## src/rtl/muldiv_ctrl_if.sv

```systemverilog
//------------------------------------------------------------------------------
// muldiv_ctrl_if
//   EXE-side issue/result handshake bundle for the multiply/divide sequencer.
//
//   Issue channel  : req_valid, req_ready, req_div, req_unsigned,
//                    req_src1, req_src2
//   Control        : flush (cancel in-flight op), busy (EXE stall)
//   Result channel : res_valid, res_ack, res_hi, res_lo
//
//   modport master : EXE pipeline stage (issues ops, consumes results)
//   modport slave  : muldiv_ctrl
//------------------------------------------------------------------------------
interface muldiv_ctrl_if;
   logic        req_valid;
   logic        req_ready;
   logic        req_div;
   logic        req_unsigned;
   logic [31:0] req_src1;
   logic [31:0] req_src2;
   logic        flush;
   logic        busy;
   logic        res_valid;
   logic        res_ack;
   logic [31:0] res_hi;
   logic [31:0] res_lo;

   modport master (
      output req_valid, req_div, req_unsigned, req_src1, req_src2,
      output flush, res_ack,
      input  req_ready, busy, res_valid, res_hi, res_lo
   );

   modport slave (
      input  req_valid, req_div, req_unsigned, req_src1, req_src2,
      input  flush, res_ack,
      output req_ready, busy, res_valid, res_hi, res_lo
   );
endinterface

```

## src/rtl/muldiv_ctrl.sv

```systemverilog
//------------------------------------------------------------------------------
// muldiv_ctrl
//   Sequencer for the EXE-stage multiply/divide datapath. Accepts one
//   MULT/MULTU/DIV/DIVU issue, latches sign/zero-extended 33-bit operands,
//   drives a fixed-latency pipelined multiplier or a valid-handshake divider,
//   captures HI/LO and holds them until EXE acknowledges. Because the divider
//   cannot be cancelled, a flushed divide drains its pending output first.
//
// Parameters
//   MUL_LAT          clock edges from operand update to valid mul_p (1..15)
//
// Ports
//   clk              core clock
//   rst              asynchronous, active-high reset
//   exe              EXE handshake (muldiv_ctrl_if.slave)
//   mul_a, mul_b     registered 33-bit multiplier operands
//   mul_p            66-bit multiplier product
//   div_dividend     registered 33-bit dividend
//   div_divisor      registered 33-bit divisor
//   div_tvalid       dividend/divisor tvalid, high only in DIV_ISSUE
//   div_dout         divider output: quotient [71:40], remainder [31:0]
//   div_dout_tvalid  divider output valid
//------------------------------------------------------------------------------
module muldiv_ctrl #(
   parameter int unsigned MUL_LAT = 1
) (
   input  logic          clk,
   input  logic          rst,
   muldiv_ctrl_if.slave  exe,
   output logic [32:0]   mul_a,
   output logic [32:0]   mul_b,
   input  logic [65:0]   mul_p,
   output logic [32:0]   div_dividend,
   output logic [32:0]   div_divisor,
   output logic          div_tvalid,
   input  logic [79:0]   div_dout,
   input  logic          div_dout_tvalid
);

   localparam logic [3:0] LP_LAT = 4'(MUL_LAT);

   typedef enum logic [2:0] {
      S_IDLE,
      S_MUL_WAIT,
      S_DIV_ISSUE,
      S_DIV_WAIT,
      S_DONE,
      S_DRAIN
   } state_t;

   state_t      r_state;
   logic [3:0]  r_cnt;
   logic [32:0] r_mul_a;
   logic [32:0] r_mul_b;
   logic [32:0] r_div_dividend;
   logic [32:0] r_div_divisor;
   logic        r_div_tvalid;
   logic [31:0] r_res_hi;
   logic [31:0] r_res_lo;

   logic        w_req_ready;
   logic        w_accept;
   logic        w_unused;

   // Product guard bits and divider padding bytes carry no result information.
   assign w_unused = ^{mul_p[65:64], div_dout[79:72], div_dout[39:32]};

   function automatic logic [32:0] f_ext(input logic uns, input logic [31:0] v);
      return {(uns ? 1'b0 : v[31]), v};
   endfunction

   assign w_req_ready = (r_state == S_IDLE) & ~exe.flush;
   assign w_accept    = exe.req_valid & w_req_ready;

   assign exe.req_ready = w_req_ready;
   assign exe.busy      = (r_state != S_IDLE);
   assign exe.res_valid = (r_state == S_DONE);
   assign exe.res_hi    = r_res_hi;
   assign exe.res_lo    = r_res_lo;

   assign mul_a        = r_mul_a;
   assign mul_b        = r_mul_b;
   assign div_dividend = r_div_dividend;
   assign div_divisor  = r_div_divisor;
   assign div_tvalid   = r_div_tvalid;

   always_ff @(posedge clk or posedge rst) begin
      if (rst) begin
         r_state        <= S_IDLE;
         r_cnt          <= '0;
         r_mul_a        <= '0;
         r_mul_b        <= '0;
         r_div_dividend <= '0;
         r_div_divisor  <= '0;
         r_div_tvalid   <= 1'b0;
         r_res_hi       <= '0;
         r_res_lo       <= '0;
      end else begin
         // tvalid is only ever raised on the edge entering DIV_ISSUE, so it
         // is high for exactly that one state regardless of flush.
         r_div_tvalid <= 1'b0;

         case (r_state)
            S_IDLE: begin
               if (w_accept) begin
                  r_cnt <= '0;
                  if (exe.req_div) begin
                     r_div_dividend <= f_ext(exe.req_unsigned, exe.req_src1);
                     r_div_divisor  <= f_ext(exe.req_unsigned, exe.req_src2);
                     r_div_tvalid   <= 1'b1;
                     r_state        <= S_DIV_ISSUE;
                  end else begin
                     r_mul_a <= f_ext(exe.req_unsigned, exe.req_src1);
                     r_mul_b <= f_ext(exe.req_unsigned, exe.req_src2);
                     r_state <= S_MUL_WAIT;
                  end
               end
            end

            S_MUL_WAIT: begin
               if (exe.flush) begin
                  r_state <= S_IDLE;
               end else if (r_cnt == LP_LAT) begin
                  // Counter stops here rather than incrementing, so a 15-cycle
                  // latency never wraps the 4-bit count.
                  r_res_hi <= mul_p[63:32];
                  r_res_lo <= mul_p[31:0];
                  r_state  <= S_DONE;
               end else begin
                  r_cnt <= r_cnt + 4'd1;
               end
            end

            S_DIV_ISSUE: begin
               // The divider has already taken the operands, so a flush here
               // must still wait for its output.
               r_state <= exe.flush ? S_DRAIN : S_DIV_WAIT;
            end

            S_DIV_WAIT: begin
               if (div_dout_tvalid) begin
                  if (exe.flush) begin
                     r_state <= S_IDLE;
                  end else begin
                     r_res_lo <= div_dout[71:40];
                     r_res_hi <= div_dout[31:0];
                     r_state  <= S_DONE;
                  end
               end else if (exe.flush) begin
                  r_state <= S_DRAIN;
               end
            end

            S_DONE: begin
               if (exe.flush || exe.res_ack) begin
                  r_state <= S_IDLE;
               end
            end

            S_DRAIN: begin
               if (div_dout_tvalid) begin
                  r_state <= S_IDLE;
               end
            end

            default: r_state <= S_IDLE;
         endcase
      end
   end

endmodule

```

## src/flat_wrapper.sv

```systemverilog
// flat-port wrapper written by rule: the top's interface ports become plain ports
module muldiv_ctrl_flat 
#(
   parameter int unsigned MUL_LAT = 1
)
  (clk, rst, mul_a, mul_b, mul_p, div_dividend, div_divisor, div_tvalid, div_dout, div_dout_tvalid, exe_req_valid, exe_req_div, exe_req_unsigned, exe_req_src1, exe_req_src2, exe_flush, exe_res_ack, exe_req_ready, exe_busy, exe_res_valid, exe_res_hi, exe_res_lo);
  muldiv_ctrl_if exe_i ();
  input  logic clk;
  input  logic rst;
  output logic [32:0] mul_a;
  output logic [32:0] mul_b;
  input  logic [65:0] mul_p;
  output logic [32:0] div_dividend;
  output logic [32:0] div_divisor;
  output logic div_tvalid;
  input  logic [79:0] div_dout;
  input  logic div_dout_tvalid;
  input wire logic [$bits(exe_i.req_valid)-1:0] exe_req_valid;
  input wire logic [$bits(exe_i.req_div)-1:0] exe_req_div;
  input wire logic [$bits(exe_i.req_unsigned)-1:0] exe_req_unsigned;
  input wire logic [$bits(exe_i.req_src1)-1:0] exe_req_src1;
  input wire logic [$bits(exe_i.req_src2)-1:0] exe_req_src2;
  input wire logic [$bits(exe_i.flush)-1:0] exe_flush;
  input wire logic [$bits(exe_i.res_ack)-1:0] exe_res_ack;
  output wire logic [$bits(exe_i.req_ready)-1:0] exe_req_ready;
  output wire logic [$bits(exe_i.busy)-1:0] exe_busy;
  output wire logic [$bits(exe_i.res_valid)-1:0] exe_res_valid;
  output wire logic [$bits(exe_i.res_hi)-1:0] exe_res_hi;
  output wire logic [$bits(exe_i.res_lo)-1:0] exe_res_lo;
  assign exe_i.req_valid = exe_req_valid;
  assign exe_i.req_div = exe_req_div;
  assign exe_i.req_unsigned = exe_req_unsigned;
  assign exe_i.req_src1 = exe_req_src1;
  assign exe_i.req_src2 = exe_req_src2;
  assign exe_i.flush = exe_flush;
  assign exe_i.res_ack = exe_res_ack;
  assign exe_req_ready = exe_i.req_ready;
  assign exe_busy = exe_i.busy;
  assign exe_res_valid = exe_i.res_valid;
  assign exe_res_hi = exe_i.res_hi;
  assign exe_res_lo = exe_i.res_lo;
  muldiv_ctrl #(.MUL_LAT(MUL_LAT)) u_core (.clk(clk), .rst(rst), .exe(exe_i), .mul_a(mul_a), .mul_b(mul_b), .mul_p(mul_p), .div_dividend(div_dividend), .div_divisor(div_divisor), .div_tvalid(div_tvalid), .div_dout(div_dout), .div_dout_tvalid(div_dout_tvalid));
endmodule
```

## config.mk

```make
export PLATFORM = sky130hd
export DESIGN_NAME = muldiv_ctrl_flat
export DESIGN_NICKNAME = d
export VERILOG_FILES = /design/src/rtl/muldiv_ctrl_if.sv /design/src/rtl/muldiv_ctrl.sv /design/src/flat_wrapper.sv
export SDC_FILE = /design/constraint.sdc
export NUM_CORES = 1
export LEC_CHECK = 0
export ABC_AREA = 1
export CAP_MARGIN = 25
export CORE_AREA = 2 2 164 166
export CTS_BUF_LIST = sky130_fd_sc_hd__clkbuf_8 sky130_fd_sc_hd__clkbuf_16
export DETAILED_ROUTE_END_ITERATION = 16
export DIE_AREA = 0 0 166 168
export PLACE_DENSITY = 0.79
export SYNTH_ARGS = -nofsm -noshare
export SYNTH_HDL_FRONTEND = slang
export SYNTH_SLANG_ARGS = --single-unit
```

## constraint.sdc

```tcl
create_clock -name clk -period 10.7 [get_ports clk]
set_input_delay 3.21 -clock clk [delete_from_list [all_inputs] [get_ports clk]]
set_output_delay 3.21 -clock clk [all_outputs]
set_load 0.1 [all_outputs]
```

Yosys cells after proc, flatten, opt, wreduce, memory -nomap -nowiden

Index checks and enable logic that the tools add are counted.

Reduce and logical (&&, ||, !) cells: 10
Multiplexer cells: 30
Equality and inequality tests: 16
Add/sub/neg operators: 1
Bitwise operators: 4

Operator list:

| cell                                                   | count |
|---|---|
| 2-to-1 mux 32 bit                                      | 8 |
| one-hot mux 32 bit (2 select lines)                    | 2 |
| 2-to-1 mux 3 bit                                       | 9 |
| one-hot mux 3 bit (6 select lines)                     | 1 |
| 2-to-1 mux 4 bit                                       | 3 |
| inequality test 2 bit (second input constant)          | 5 |
| AND reduction 5 bit                                    | 2 |
| one-hot mux 4 bit (2 select lines)                     | 1 |
| == test 3 x 2 -> 1 bit (second input constant)         | 2 |
| == test 3 bit (second input constant)                  | 2 |
| inequality test 2 x 1 -> 1 bit (second input constant) | 3 |
| AND reduction 3 bit                                    | 2 |
| 2-to-1 mux 1 bit                                       | 5 |
| adder 4 x 1 -> 4 bit (second input constant)           | 1 |
| == test 4 x 1 -> 1 bit (second input constant)         | 1 |
| AND reduction 4 bit                                    | 1 |
| nonzero test 2 bit                                     | 2 |
| == test 3 x 1 -> 1 bit (second input constant)         | 1 |
| logical NOT 3 bit                                      | 1 |
| inequality test 3 x 2 -> 1 bit (second input constant) | 1 |
| inequality test 3 bit (second input constant)          | 1 |
| nonzero test 3 bit                                     | 1 |
| bitwise AND 1 bit                                      | 2 |
| 2-to-1 mux 2 bit                                       | 1 |
| other kinds (2)                                        | 3 |

Input port bits: 218
Bits in registers: 204
Output and inout port bits: 200

Depth between registers and ports, before layout

Gate-level depths: netlist (run 1).

Depth after elaboration: 5
Gate-level depth with buffers: 9
Gate-level depth less buffers: 8

Worst setup path after synthesis (run 1)

No wires, ideal clock.

Kind: input-to-output
Start point: input exe_flush
End point: output exe_req_ready
Slack: 2861 ps
Buffers on the path: 0
Arrival: 4629 ps
Stages on the path: 3
Cells stage by stage: inv_1 > nand2_1 > nor2_1

Longest elaborated chain between the ends: 2

RTL lines:

| item              | RTL line           | source |
|---|---|---|
| start, declared   | flat_wrapper.sv:23 | `input wire logic [$bits(exe_i.flush)-1:0] exe_flush;` |
| inverter 1 bit    | muldiv_ctrl.sv:72  | `assign w_req_ready = (r_state == S_IDLE) & ~exe.flush;` |
| bitwise AND 1 bit | muldiv_ctrl.sv:72  |  |
| end, declared     | flat_wrapper.sv:25 | `output wire logic [$bits(exe_i.req_ready)-1:0] exe_req_ready;` |

Every way passes these cells.

Worst setup path after layout (run 1)

Same ends and word-level chain as after synthesis.

==> impl_table.tex, run 1 <==
\begin{tabular}{lr}
\hline
Metric & Value \\
\hline
\multicolumn{2}{l}{\textbf{Placement}} \\
HPWL Detailed & approximately 19000 um \\
Number of port buffers & $\sim$400 \\
Global placement routability congestion & approximately 0.87 \\
\multicolumn{2}{l}{\textbf{Clock network}} \\
Register clock-pin slew on the reported worst setup and hold paths & around 0.060 ns \\
Worst-skew pair later-pin latency & 0.50 ns \\
Setup bufs post-CTS & 0 \\
TritonCTS clock tree & done \\
Root buffer cell & sky130\_fd\_sc\_hd\_\_clkbuf\_16 \\
H-tree levels & 1 \\
Longest Clk Path Bufs & 3 \\
Inserted Clock Buffers & 23 \\
Post-cts sizing count & 0 \\
Number of hold buffers added after CTS & 0 \\
CTS sink count & 204 \\
\multicolumn{2}{l}{\textbf{Cells and area}} \\
Leading cell type in the layout, fill and taps excluded & sky130\_fd\_sc\_hd\_\_nand2\_1 \\
Ratio of cells with drive above 1 in the final layout & 5.31\% \\
Area delta synth->final & 55.3\% \\
Fill count & 2362 \\
Number of nets in the layout & roughly 1.7k \\
Highest-count cells in the layout ignoring fill and taps & 551 x sky130\_fd\_sc\_hd\_\_nand2\_1, 399 x sky130\_fd\_sc\_hd\_\_clkdlybuf4s50\_1, 204 x sky130\_fd\_sc\_hd\_\_dfrtp\_1 \\
\multicolumn{2}{l}{\textbf{Route}} \\
1st-iter DRT viols & 604 \\
DRC violations left & 0 \\
Average wire per cell in the routed design & 15.0 um \\
Total detailed-routing wirelength & 26800 um \\
Router iterations before antenna repair & 5 \\
Routed vias & 8244 \\
Post-detailed-route via-to-cell ratio & 4.60 \\
Number of antenna-violating nets in the routed design & 0 \\
\multicolumn{2}{l}{\textbf{STA}} \\
Count of endpoints failing hold in the final timing report & 0 \\
Headroom to the max-slew limit & 29.9\% \\
RSZ-0062 raised after global routing & no \\
Worst Clk Skew & about 0.015 ns \\
Post-route clock period utilization & about four fifths \\
Timing-limited maximum frequency & 0.119 GHz \\
Setup Total Neg Slack & 0 ns \\
Finish-stage setup viols & 0 \\
Least-Margin Pin Slew & 1.05 ns \\
Final Max Tran Viols & 0 \\
Time the final worst path needs with I/O delays and setup & between 8 and 9 ns \\
\multicolumn{2}{l}{\textbf{Critical path}} \\
Total number of cells along the worst setup path & 5 \\
Critical Path Source Type & input pin \\
Highest net fanout along the worst path & 5 \\
Crit path cell chain & clkdlybuf4s50\_1, inv\_1, nand2\_1, nor2\_1, clkdlybuf4s50\_1 \\
Data arrival time of the worst path & 5.22 ns \\
Library cell appearing most often on the critical path & sky130\_fd\_sc\_hd\_\_clkdlybuf4s50\_1 \\
FF-to-FF path depth & 7 \\
Critical-path top delay cell & sky130\_fd\_sc\_hd\_\_clkdlybuf4s50\_1 \\
Setup CP Type & input pin to output pin \\
Max incr delay on CP & 1.16 ns \\
Data required time of the critical path & 7.49 ns \\
Worst Path Buf+Inv & 3 \\
Critical path's top delay family & buffers and inverters \\
Kind of end point of the critical path & output pin \\
\multicolumn{2}{l}{\textbf{GRT}} \\
Global-route wire length before repair & about 42000 um \\
Most Crowded Layer GR & met2 \\
Initial antenna violation count & 3 \\
Via count of the first global-routing pass & 8134 \\
Gr usage total & between 10\% and 20\% \\
Global Route met2 Usage & between 30\% and 40\% \\
Met1 global-route usage & 21.7\% \\
Maximum number of pins on one net before global-route repair & 133 \\
Met3 Resource Use GR & 5.81\% \\
Residual overflow from global routing & 0 \\
\multicolumn{2}{l}{\textbf{Synthesis}} \\
Net Count, Synth & 1283 \\
Warning count from the yosys run & 0 \\
Post-synth cell types & 23 \\
Synthesized area & 0.00881 mm\^{}2 \\
Mean post-synth cell area & roughly 8.3 um\^{}2 \\
Part of the Yosys area used for sequential elements & between 50\% and 60\% \\
Flop and latch count out of synthesis & slightly above 200 \\
Number of standard cells after synthesis & 1063 \\
\multicolumn{2}{l}{\textbf{Hold path}} \\
Hold path cells & 2 \\
Class of the worst hold path & flop to flop \\
\multicolumn{2}{l}{\textbf{Die}} \\
Number of placement rows & 60 \\
Starting density of the core & 33.4\% \\
Die span in y & 168 um \\
Width of the die & 166 um \\
Number of primary I/O pins & 418 \\
Die area & 0.0279 mm\^{}2 \\
Total core area & 0.0264 mm\^{}2 \\
\multicolumn{2}{l}{\textbf{Flow run}} \\
Max-cap violation count & 0 \\
\multicolumn{2}{l}{\textbf{Run status}} \\
Run status & finished, final reports clean \\
\hline
\end{tabular}
-- metrics by stage --
step	area [um^2]	utilization, %	std cells	hold WS [ns]	worst slack (ns)
CTS	13600	51.7	1788	0.473	2.27
floorplan	8810	-	1063	0.453	1.92
finish	13700	51.9	1791	0.472	2.27
detailed placement	13000	49.2	1754	0.459	2.31
global placement	12900	49.1	1753	0.458	2.31
global route	13700	51.9	1791	0.501	2.20
-- cells by family after synthesis --
kind of cell / after synthesis / synth area share [%]
buffers and inverters: 138 / 7.46
flip-flops: 204 / 58.0
adder cells (fa/ha/maj): 2 / 0.284
AO/OA/AOI/OAI: 142 / 9.25
AND/OR/NAND/NOR: 577 / 25.1
-- cell type report --
cell class	instances	area [um^2]	area share (%)
well taps	341	427	3.12
clock inverters	7	32.5	0.238
repair buffers	408	4110	30.1
flip-flops and latches	204	5100	37.3
clock buffers	27	631	4.61
inverters	82	319	2.33
multi-input cells	721	3050	22.3
diodes	1	2.50	0.0183
-- layer usage --
layer	vias up	routed length (um)
li1	4011	-
met1	3818	10600
met3	60	2290
met5	-	31
met2	351	13100
met4	4	814
-- registers in the layout, summed over array words and instances (netlist names) --
name                 cells
u_core.div_dividend     33
u_core.div_divisor      33
u_core.mul_a            33
u_core.mul_b            33
u_core.exe.res_hi       32
u_core.exe.res_lo       32
u_core.r_cnt             4
u_core.r_state           3
u_core.div_tvalid        1
-- worst register-to-register path, cell delays in order (launching register included) --
cell and delay (ns):
sky130_fd_sc_hd__dfrtp_1 0.51, sky130_fd_sc_hd__nor2_2 0.19, sky130_fd_sc_hd__nand3_2 0.20, sky130_fd_sc_hd__nor2_2 0.22
sky130_fd_sc_hd__clkinv_2 0.40, sky130_fd_sc_hd__buf_4 0.56, sky130_fd_sc_hd__nand2_1 0.25, sky130_fd_sc_hd__o21ai_1 0.09
-- final timing paths --
path | from | to | slack (ns)
max in group asynchronous | rst | u_core.div_dividend[12]$_DFFE_PP0P_ | 6.22
max reg2reg | u_core.r_state[2]$_DFFE_PP0P_ | u_core.mul_a[24]$_DFFE_PP0P_ | 8.11
min in group asynchronous | rst | u_core.div_dividend[11]$_DFFE_PP0P_ | 3.27
min | u_core.div_dividend[32]$_DFFE_PP0P_ | u_core.div_dividend[32]$_DFFE_PP0P_ | 0.47
min reg2reg | u_core.div_dividend[32]$_DFFE_PP0P_ | u_core.div_dividend[32]$_DFFE_PP0P_ | 0.47
max | exe_flush | exe_req_ready | 2.27
-- cell usage after synthesis (all sizes together) --
library cell,count,share of area [%]
nand2,552,24
dfrtp,204,58
o21ai,138,9.0
inv,82,3.5
buf,47,3.6
nor2,16,0.94
clkbuf,9,0.38
nand3,7,0.45
a21oi,2,0.11
ha,2,0.28
a31oi,1,0.071
nand3b,1,0.085
nor3,1,0.057
o22ai,1,0.071
Power of run 1 is not shown: default switching activity piles up to over one toggle a cycle in this logic, so the estimate is an artifact.
==> inputs of run 2 (changes only) <==
==> constraint.sdc (replaced) <==
create_clock -name clk -period 7.91 [get_ports clk]
set_input_delay 2.373 -clock clk [delete_from_list [all_inputs] [get_ports clk]]
set_output_delay 2.373 -clock clk [all_outputs]
set_load 0.1 [all_outputs]
==> run 2 against run 1 <==
- register-to-register slack worse by 3.3 ns
- global-route usage is 0.20 points lower
- highest routed layer unchanged
- non-clock buffer count stayed put
- final area is 0.15% higher
- sequential share of layout area is 0.054 points lower
- critical path depth stayed put
- largest cell class unchanged
- setup slack worse by 0.27 ns
==> impl_table.tex, run 2 (synthesis results as in run 1) <==
\begin{tabular}{lr}
\hline
Metric & Value \\
\hline
\multicolumn{2}{l}{\textbf{Clock network}} \\
H-tree levels & 1 (unchanged) \\
Root buffer cell & sky130\_fd\_sc\_hd\_\_clkbuf\_16 \\
CTS sink count & 204 (unchanged) \\
Number of hold buffers added after CTS & 0 (unchanged) \\
Worst-skew pair later-pin latency & 0.50 ns (about the same) \\
TritonCTS clock tree & done \\
Longest Clk Path Bufs & 3 (unchanged) \\
Setup bufs post-CTS & 0 (unchanged) \\
Register clock-pin slew on the reported worst setup and hold paths & 0.05 ns (about the same) \\
Post-cts sizing count & 0 (unchanged) \\
Inserted Clock Buffers & 22 (-4.3\%) \\
\multicolumn{2}{l}{\textbf{Run status}} \\
Run status & finished, final reports clean \\
\multicolumn{2}{l}{\textbf{STA}} \\
Final Max Tran Viols & 0 (unchanged) \\
Finish-stage setup viols & 0 (unchanged) \\
Least-Margin Pin Slew & 1.08 ns (+0.0295 ns) \\
Timing-limited maximum frequency & between 0.15 and 0.2 GHz \\
Time the final worst path needs with I/O delays and setup & 5.91 ns \\
Setup Total Neg Slack & 0 ns (unchanged) \\
Headroom to the max-slew limit & 27.9\% (-2.0 points) \\
Worst Clk Skew & 0.00637 ns (-0.00900 ns) \\
Count of endpoints failing hold in the final timing report & 0 (unchanged) \\
Post-route clock period utilization & between 70\% and 80\% \\
RSZ-0062 raised after global routing & no \\
\multicolumn{2}{l}{\textbf{Placement}} \\
Number of port buffers & 399 (unchanged) \\
Global placement routability congestion & 0.858 (-1.2\%) \\
HPWL Detailed & 19100 um (+0.57\%) \\
\multicolumn{2}{l}{\textbf{Critical path}} \\
Kind of end point of the critical path & output pin \\
Data arrival time of the worst path & 3.54 ns (-1.68 ns) \\
Flop2flop setup slack & 4.85 ns (-3.26 ns) \\
Highest net fanout along the worst path & 5 (unchanged) \\
Setup CP Type & input pin to output pin \\
Data required time of the critical path & 5.54 ns (-1.95 ns) \\
Critical Path Source Type & input pin \\
\multicolumn{2}{l}{\textbf{Cells and area}} \\
Ratio of cells with drive above 1 in the final layout & 5.45\% (+0.14 points) \\
Number of nets in the layout & 1659 (-0.060\%) \\
Leading cell type in the layout, fill and taps excluded & sky130\_fd\_sc\_hd\_\_nand2\_1 \\
Number of antenna diodes & 0 (-1) \\
Highest-count cells in the layout ignoring fill and taps & 551 x sky130\_fd\_sc\_hd\_\_nand2\_1, 398 x sky130\_fd\_sc\_hd\_\_clkdlybuf4s50\_1, 204 x sky130\_fd\_sc\_hd\_\_dfrtp\_1 \\
Area delta synth->final & 55.5\% \\
Fill count & 2397 (+1.5\%) \\
\multicolumn{2}{l}{\textbf{GRT}} \\
Via count of the first global-routing pass & 8074 (-0.74\%) \\
Maximum number of pins on one net before global-route repair & 128 (-3.8\%) \\
Gr usage total & 18.3\% (-0.20 points) \\
Residual overflow from global routing & 0 (unchanged) \\
Global-route wire length before repair & 41800 um (-1.2\%) \\
Initial antenna violation count & 1 (-2) \\
\multicolumn{2}{l}{\textbf{Route}} \\
Number of antenna-violating nets in the routed design & 0 (unchanged) \\
Router iterations before antenna repair & 5 (unchanged) \\
Average wire per cell in the routed design & 14.7 um (-2.0\%) \\
Total detailed-routing wirelength & 26300 um (-2.1\%) \\
DRC violations left & 0 (unchanged) \\
Post-detailed-route via-to-cell ratio & 4.54 (-1.3\%) \\
Routed vias & 8131 (-1.4\%) \\
1st-iter DRT viols & 503 (-17\%) \\
\multicolumn{2}{l}{\textbf{Die}} \\
Number of placement rows & 60 (unchanged) \\
Die span in y & 168 um (unchanged) \\
Total core area & 0.0264 mm\^{}2 (unchanged) \\
Starting density of the core & 33.4\% (unchanged) \\
Number of primary I/O pins & 418 (unchanged) \\
Width of the die & 166 um (unchanged) \\
Die area & 0.0279 mm\^{}2 (unchanged) \\
\multicolumn{2}{l}{\textbf{Hold path}} \\
Class of the worst hold path & flop to flop \\
\multicolumn{2}{l}{\textbf{Flow run}} \\
Max-cap violation count & 0 (unchanged) \\
\hline
\end{tabular}
-- run 2: worst paths after layout --
check,from,to,cells after the start
min in group asynchronous,rst,u_core.exe.res_lo[5]$_DFFE_PP0P_,2
worst max register to register,u_core.r_state[2]$_DFFE_PP0P_,u_core.exe.res_hi[19]$_DFFE_PP0P_,10
worst min-delay path,u_core.div_dividend[32]$_DFFE_PP0P_,u_core.div_dividend[32]$_DFFE_PP0P_,2
worst min register to register,u_core.div_dividend[32]$_DFFE_PP0P_,u_core.div_dividend[32]$_DFFE_PP0P_,2
max in group asynchronous,rst,u_core.exe.res_hi[21]$_DFFE_PP0P_,3
worst max-delay path,exe_flush,exe_req_ready,5
-- run 2: final cells by class --
cell class | instances | area [um^2] | area share (%)
inverter | 82 | 317 | 2.31
sequential | 204 | 5100 | 37.3
clock buffer | 27 | 619 | 4.52
multi-input combinational | 721 | 3050 | 22.3
clock inverter | 7 | 66.3 | 0.484
tap | 341 | 427 | 3.11
timing repair buffer | 408 | 4120 | 30.0
-- run 2: stage by stage --
step | instances | worst slack (ns) | utilization, % | hold WS, ns | area, um^2
6_report | 1790 | 2.00 | 52.0 | 0.469 | 13700
3_3_place_gp | 1753 | 2.04 | 49.1 | 0.457 | 12900
5_1_grt | 1790 | 1.94 | 52.0 | 0.492 | 13700
3_5_place_dp | 1756 | 2.02 | 49.4 | 0.460 | 13000
4_1_cts | 1790 | 2.01 | 52.0 | 0.474 | 13700
2_1_floorplan | 1063 | 1.75 | - | 0.453 | 8810
-- run 2: critical path, cell delays in order --
cell and delay (ns):
sky130_fd_sc_hd__clkdlybuf4s50_1 0.52, sky130_fd_sc_hd__inv_1 0.17, sky130_fd_sc_hd__nand2_1 0.09, sky130_fd_sc_hd__nor2_1 0.09, sky130_fd_sc_hd__buf_4 0.30
-- run 2: per-layer routing --
metal,vias to the layer above,share of wire [%],track usage [%]
li1,4005,-,-
met1,3697,39,21.2
met2,357,48,31.8
met3,70,8.9,5.71
met4,2,4.0,7.22
met5,-,0.049,0
Power of run 2 is left out for the same reason.
==> inputs of run 3 (changes only) <==
==> constraint.sdc (replaced) <==
create_clock -name clk -period 5.8 [get_ports clk]
set_input_delay 1.74 -clock clk [delete_from_list [all_inputs] [get_ports clk]]
set_output_delay 1.74 -clock clk [all_outputs]
set_load 0.1 [all_outputs]
==> run 3 against run 2 <==
- clock-buffer cell count is 3 higher
- flip-flop and latch count stayed put
- final area grew 0.52%
- critical path type unchanged
- critical path depth stayed put
- hold slack improved by 0.0079 ns
- cell count is 0.39% higher
- routed wire length increased by 0.60%
- largest cell class unchanged
==> impl_table.tex, run 3 (synthesis results as in run 1) <==
\begin{tabular}{lr}
\hline
Metric & Value \\
\hline
\multicolumn{2}{l}{\textbf{Run status}} \\
Run status & finished, final reports clean \\
\multicolumn{2}{l}{\textbf{GRT}} \\
Met1 global-route usage & 21.9\% (+0.72 points) \\
Maximum number of pins on one net before global-route repair & 128 (unchanged) \\
Gr usage total & 18.5\% (+0.14 points) \\
Global-route wire length before repair & 42200 um (+0.88\%) \\
Via count of the first global-routing pass & 8064 (-0.12\%) \\
Initial antenna violation count & 1 (unchanged) \\
Met3 Resource Use GR & 6.11\% (+0.40 points) \\
Residual overflow from global routing & 0 (unchanged) \\
Global Route met2 Usage & 31.8\% (unchanged) \\
Most Crowded Layer GR & met2 \\
\multicolumn{2}{l}{\textbf{Hold path}} \\
Worst hold path startpoint & u\_core.exe.res\_lo[15]\$\_DFFE\_PP0P\_ \\
Class of the worst hold path & flop to flop \\
Terminating pin of the worst hold path & u\_core.exe.res\_lo[15]\$\_DFFE\_PP0P\_ \\
Hold path cells & 2 (unchanged) \\
\multicolumn{2}{l}{\textbf{STA}} \\
RSZ-0062 raised after global routing & no \\
Least-Margin Pin Slew & 1.07 ns (-0.00827 ns) \\
Setup Total Neg Slack & 0 ns (unchanged) \\
Headroom to the max-slew limit & 28.5\% (+0.55 points) \\
Worst Clk Skew & 0.0142 ns (+0.00785 ns) \\
Finish-stage setup viols & 0 (unchanged) \\
Timing-limited maximum frequency & 0.215 GHz \\
Post-route clock period utilization & roughly four fifths \\
Count of endpoints failing hold in the final timing report & 0 (unchanged) \\
Time the final worst path needs with I/O delays and setup & 4.65 ns \\
Final Max Tran Viols & 0 (unchanged) \\
\multicolumn{2}{l}{\textbf{Placement}} \\
Global placement routability congestion & 0.848 (-1.2\%) \\
Inst Count DP & 1757 (+0.057\%) \\
Number of port buffers & 399 (unchanged) \\
HPWL Detailed & 19000 um (-0.58\%) \\
\multicolumn{2}{l}{\textbf{Cells and area}} \\
Area delta synth->final & 56.3\% \\
Leading cell type in the layout, fill and taps excluded & sky130\_fd\_sc\_hd\_\_nand2\_1 \\
Ratio of cells with drive above 1 in the final layout & 5.98\% (+0.52 points) \\
Non-filler cells in the finished layout & 1797 (+0.39\%) \\
Highest-count cells in the layout ignoring fill and taps & 551 x sky130\_fd\_sc\_hd\_\_nand2\_1, 398 x sky130\_fd\_sc\_hd\_\_clkdlybuf4s50\_1, 204 x sky130\_fd\_sc\_hd\_\_dfrtp\_1 \\
Number of antenna diodes & 0 (unchanged) \\
Number of nets in the layout & 1660 (+0.060\%) \\
Fill count & 2379 (-0.75\%) \\
\multicolumn{2}{l}{\textbf{Clock network}} \\
Number of hold buffers added after CTS & 0 (unchanged) \\
Root buffer cell & sky130\_fd\_sc\_hd\_\_clkbuf\_16 \\
Setup bufs post-CTS & 0 (unchanged) \\
TritonCTS clock tree & done \\
Inserted Clock Buffers & 22 (unchanged) \\
H-tree levels & 1 (unchanged) \\
CTS sink count & 204 (unchanged) \\
Post-cts sizing count & 0 (unchanged) \\
Longest Clk Path Bufs & 3 (unchanged) \\
Worst-skew pair later-pin latency & 0.51 ns (about the same) \\
Register clock-pin slew on the reported worst setup and hold paths & 0.06 ns (about the same) \\
\multicolumn{2}{l}{\textbf{Route}} \\
Number of antenna-violating nets in the routed design & 0 (unchanged) \\
Router iterations before antenna repair & 5 (unchanged) \\
DRC violations left & 0 (unchanged) \\
Routed vias & 8187 (+0.69\%) \\
Post-detailed-route via-to-cell ratio & 4.56 (+0.30\%) \\
1st-iter DRT viols & 539 (+7.2\%) \\
Average wire per cell in the routed design & 14.7 um (+0.21\%) \\
Total detailed-routing wirelength & 26400 um (+0.60\%) \\
\multicolumn{2}{l}{\textbf{Critical path}} \\
Setup CP Type & input pin to output pin \\
Flop2flop setup slack & 2.95 ns (-1.90 ns) \\
Critical Path Source Type & input pin \\
FF-to-FF path depth & 10 (unchanged) \\
Kind of end point of the critical path & output pin \\
Highest net fanout along the worst path & 5 (unchanged) \\
Data arrival time of the worst path & 2.91 ns (-0.63 ns) \\
Crit. Startpoint & exe\_flush \\
Worst R2R Start & u\_core.r\_state[2]\$\_DFFE\_PP0P\_ \\
Data required time of the critical path & 4.06 ns (-1.48 ns) \\
Reg2reg end & u\_core.exe.res\_hi[3]\$\_DFFE\_PP0P\_ \\
\multicolumn{2}{l}{\textbf{Die}} \\
Starting density of the core & 33.4\% (unchanged) \\
Total core area & 0.0264 mm\^{}2 (unchanged) \\
Number of placement rows & 60 (unchanged) \\
Die area & 0.0279 mm\^{}2 (unchanged) \\
Width of the die & 166 um (unchanged) \\
Number of primary I/O pins & 418 (unchanged) \\
Die span in y & 168 um (unchanged) \\
\multicolumn{2}{l}{\textbf{Flow run}} \\
Max-cap violation count & 0 (unchanged) \\
\hline
\end{tabular}
==> run 3: final cells by class <==
type / count / area [um^2] / area share, %
Clock buffer: 30 / 672 / 4.88
Clock inverter: 10 / 52.6 / 0.382
Inverter: 82 / 317 / 2.30
Multi-Input combinational cell: 721 / 3050 / 22.1
Sequential cell: 204 / 5100 / 37.1
Tap cell: 341 / 427 / 3.10
Timing Repair Buffer: 409 / 4150 / 30.1
==> run 3: stage by stage <==
| stage | setup WS, ns | area [um^2] | util, % | hold slack (ns) |
|---|---|---|---|---|
| final | 1.15 | 13800 | 52.3 | 0.477 |
| after global routing | 1.04 | 13800 | 52.3 | 0.494 |
| after CTS | 1.16 | 13800 | 52.3 | 0.477 |
| after detailed placement | 1.16 | 13000 | 49.5 | 0.463 |
| after global placement | 1.20 | 13000 | 49.3 | 0.458 |
| after floorplan | 0.901 | 8810 | - | 0.453 |
==> run 3: worst max path at each step <==
stage          slack, ns       endpoint  cells after the start
2_1_floorplan       0.90  exe_req_ready                      3
3_3_place_gp        1.20  exe_req_ready                      5
3_5_place_dp        1.16  exe_req_ready                      5
4_1_cts             1.16  exe_req_ready                      5
5_1_grt             1.04  exe_req_ready                      5
6_report            1.15  exe_req_ready                      5
==> run 3: critical path: stages <==
cell                              delay [ns]
sky130_fd_sc_hd__clkdlybuf4s50_1        0.50
sky130_fd_sc_hd__inv_1                  0.17
sky130_fd_sc_hd__nand2_1                0.09
sky130_fd_sc_hd__nor2_1                 0.10
sky130_fd_sc_hd__buf_4                  0.30
==> run 3: routing by layer <==
metal,up-vias,wire length (um)
li1,4017,-
met1,3776,10500
met2,343,12700
met3,49,2400
met4,2,762
met5,-,16
Power of run 3 is left out for the same reason.
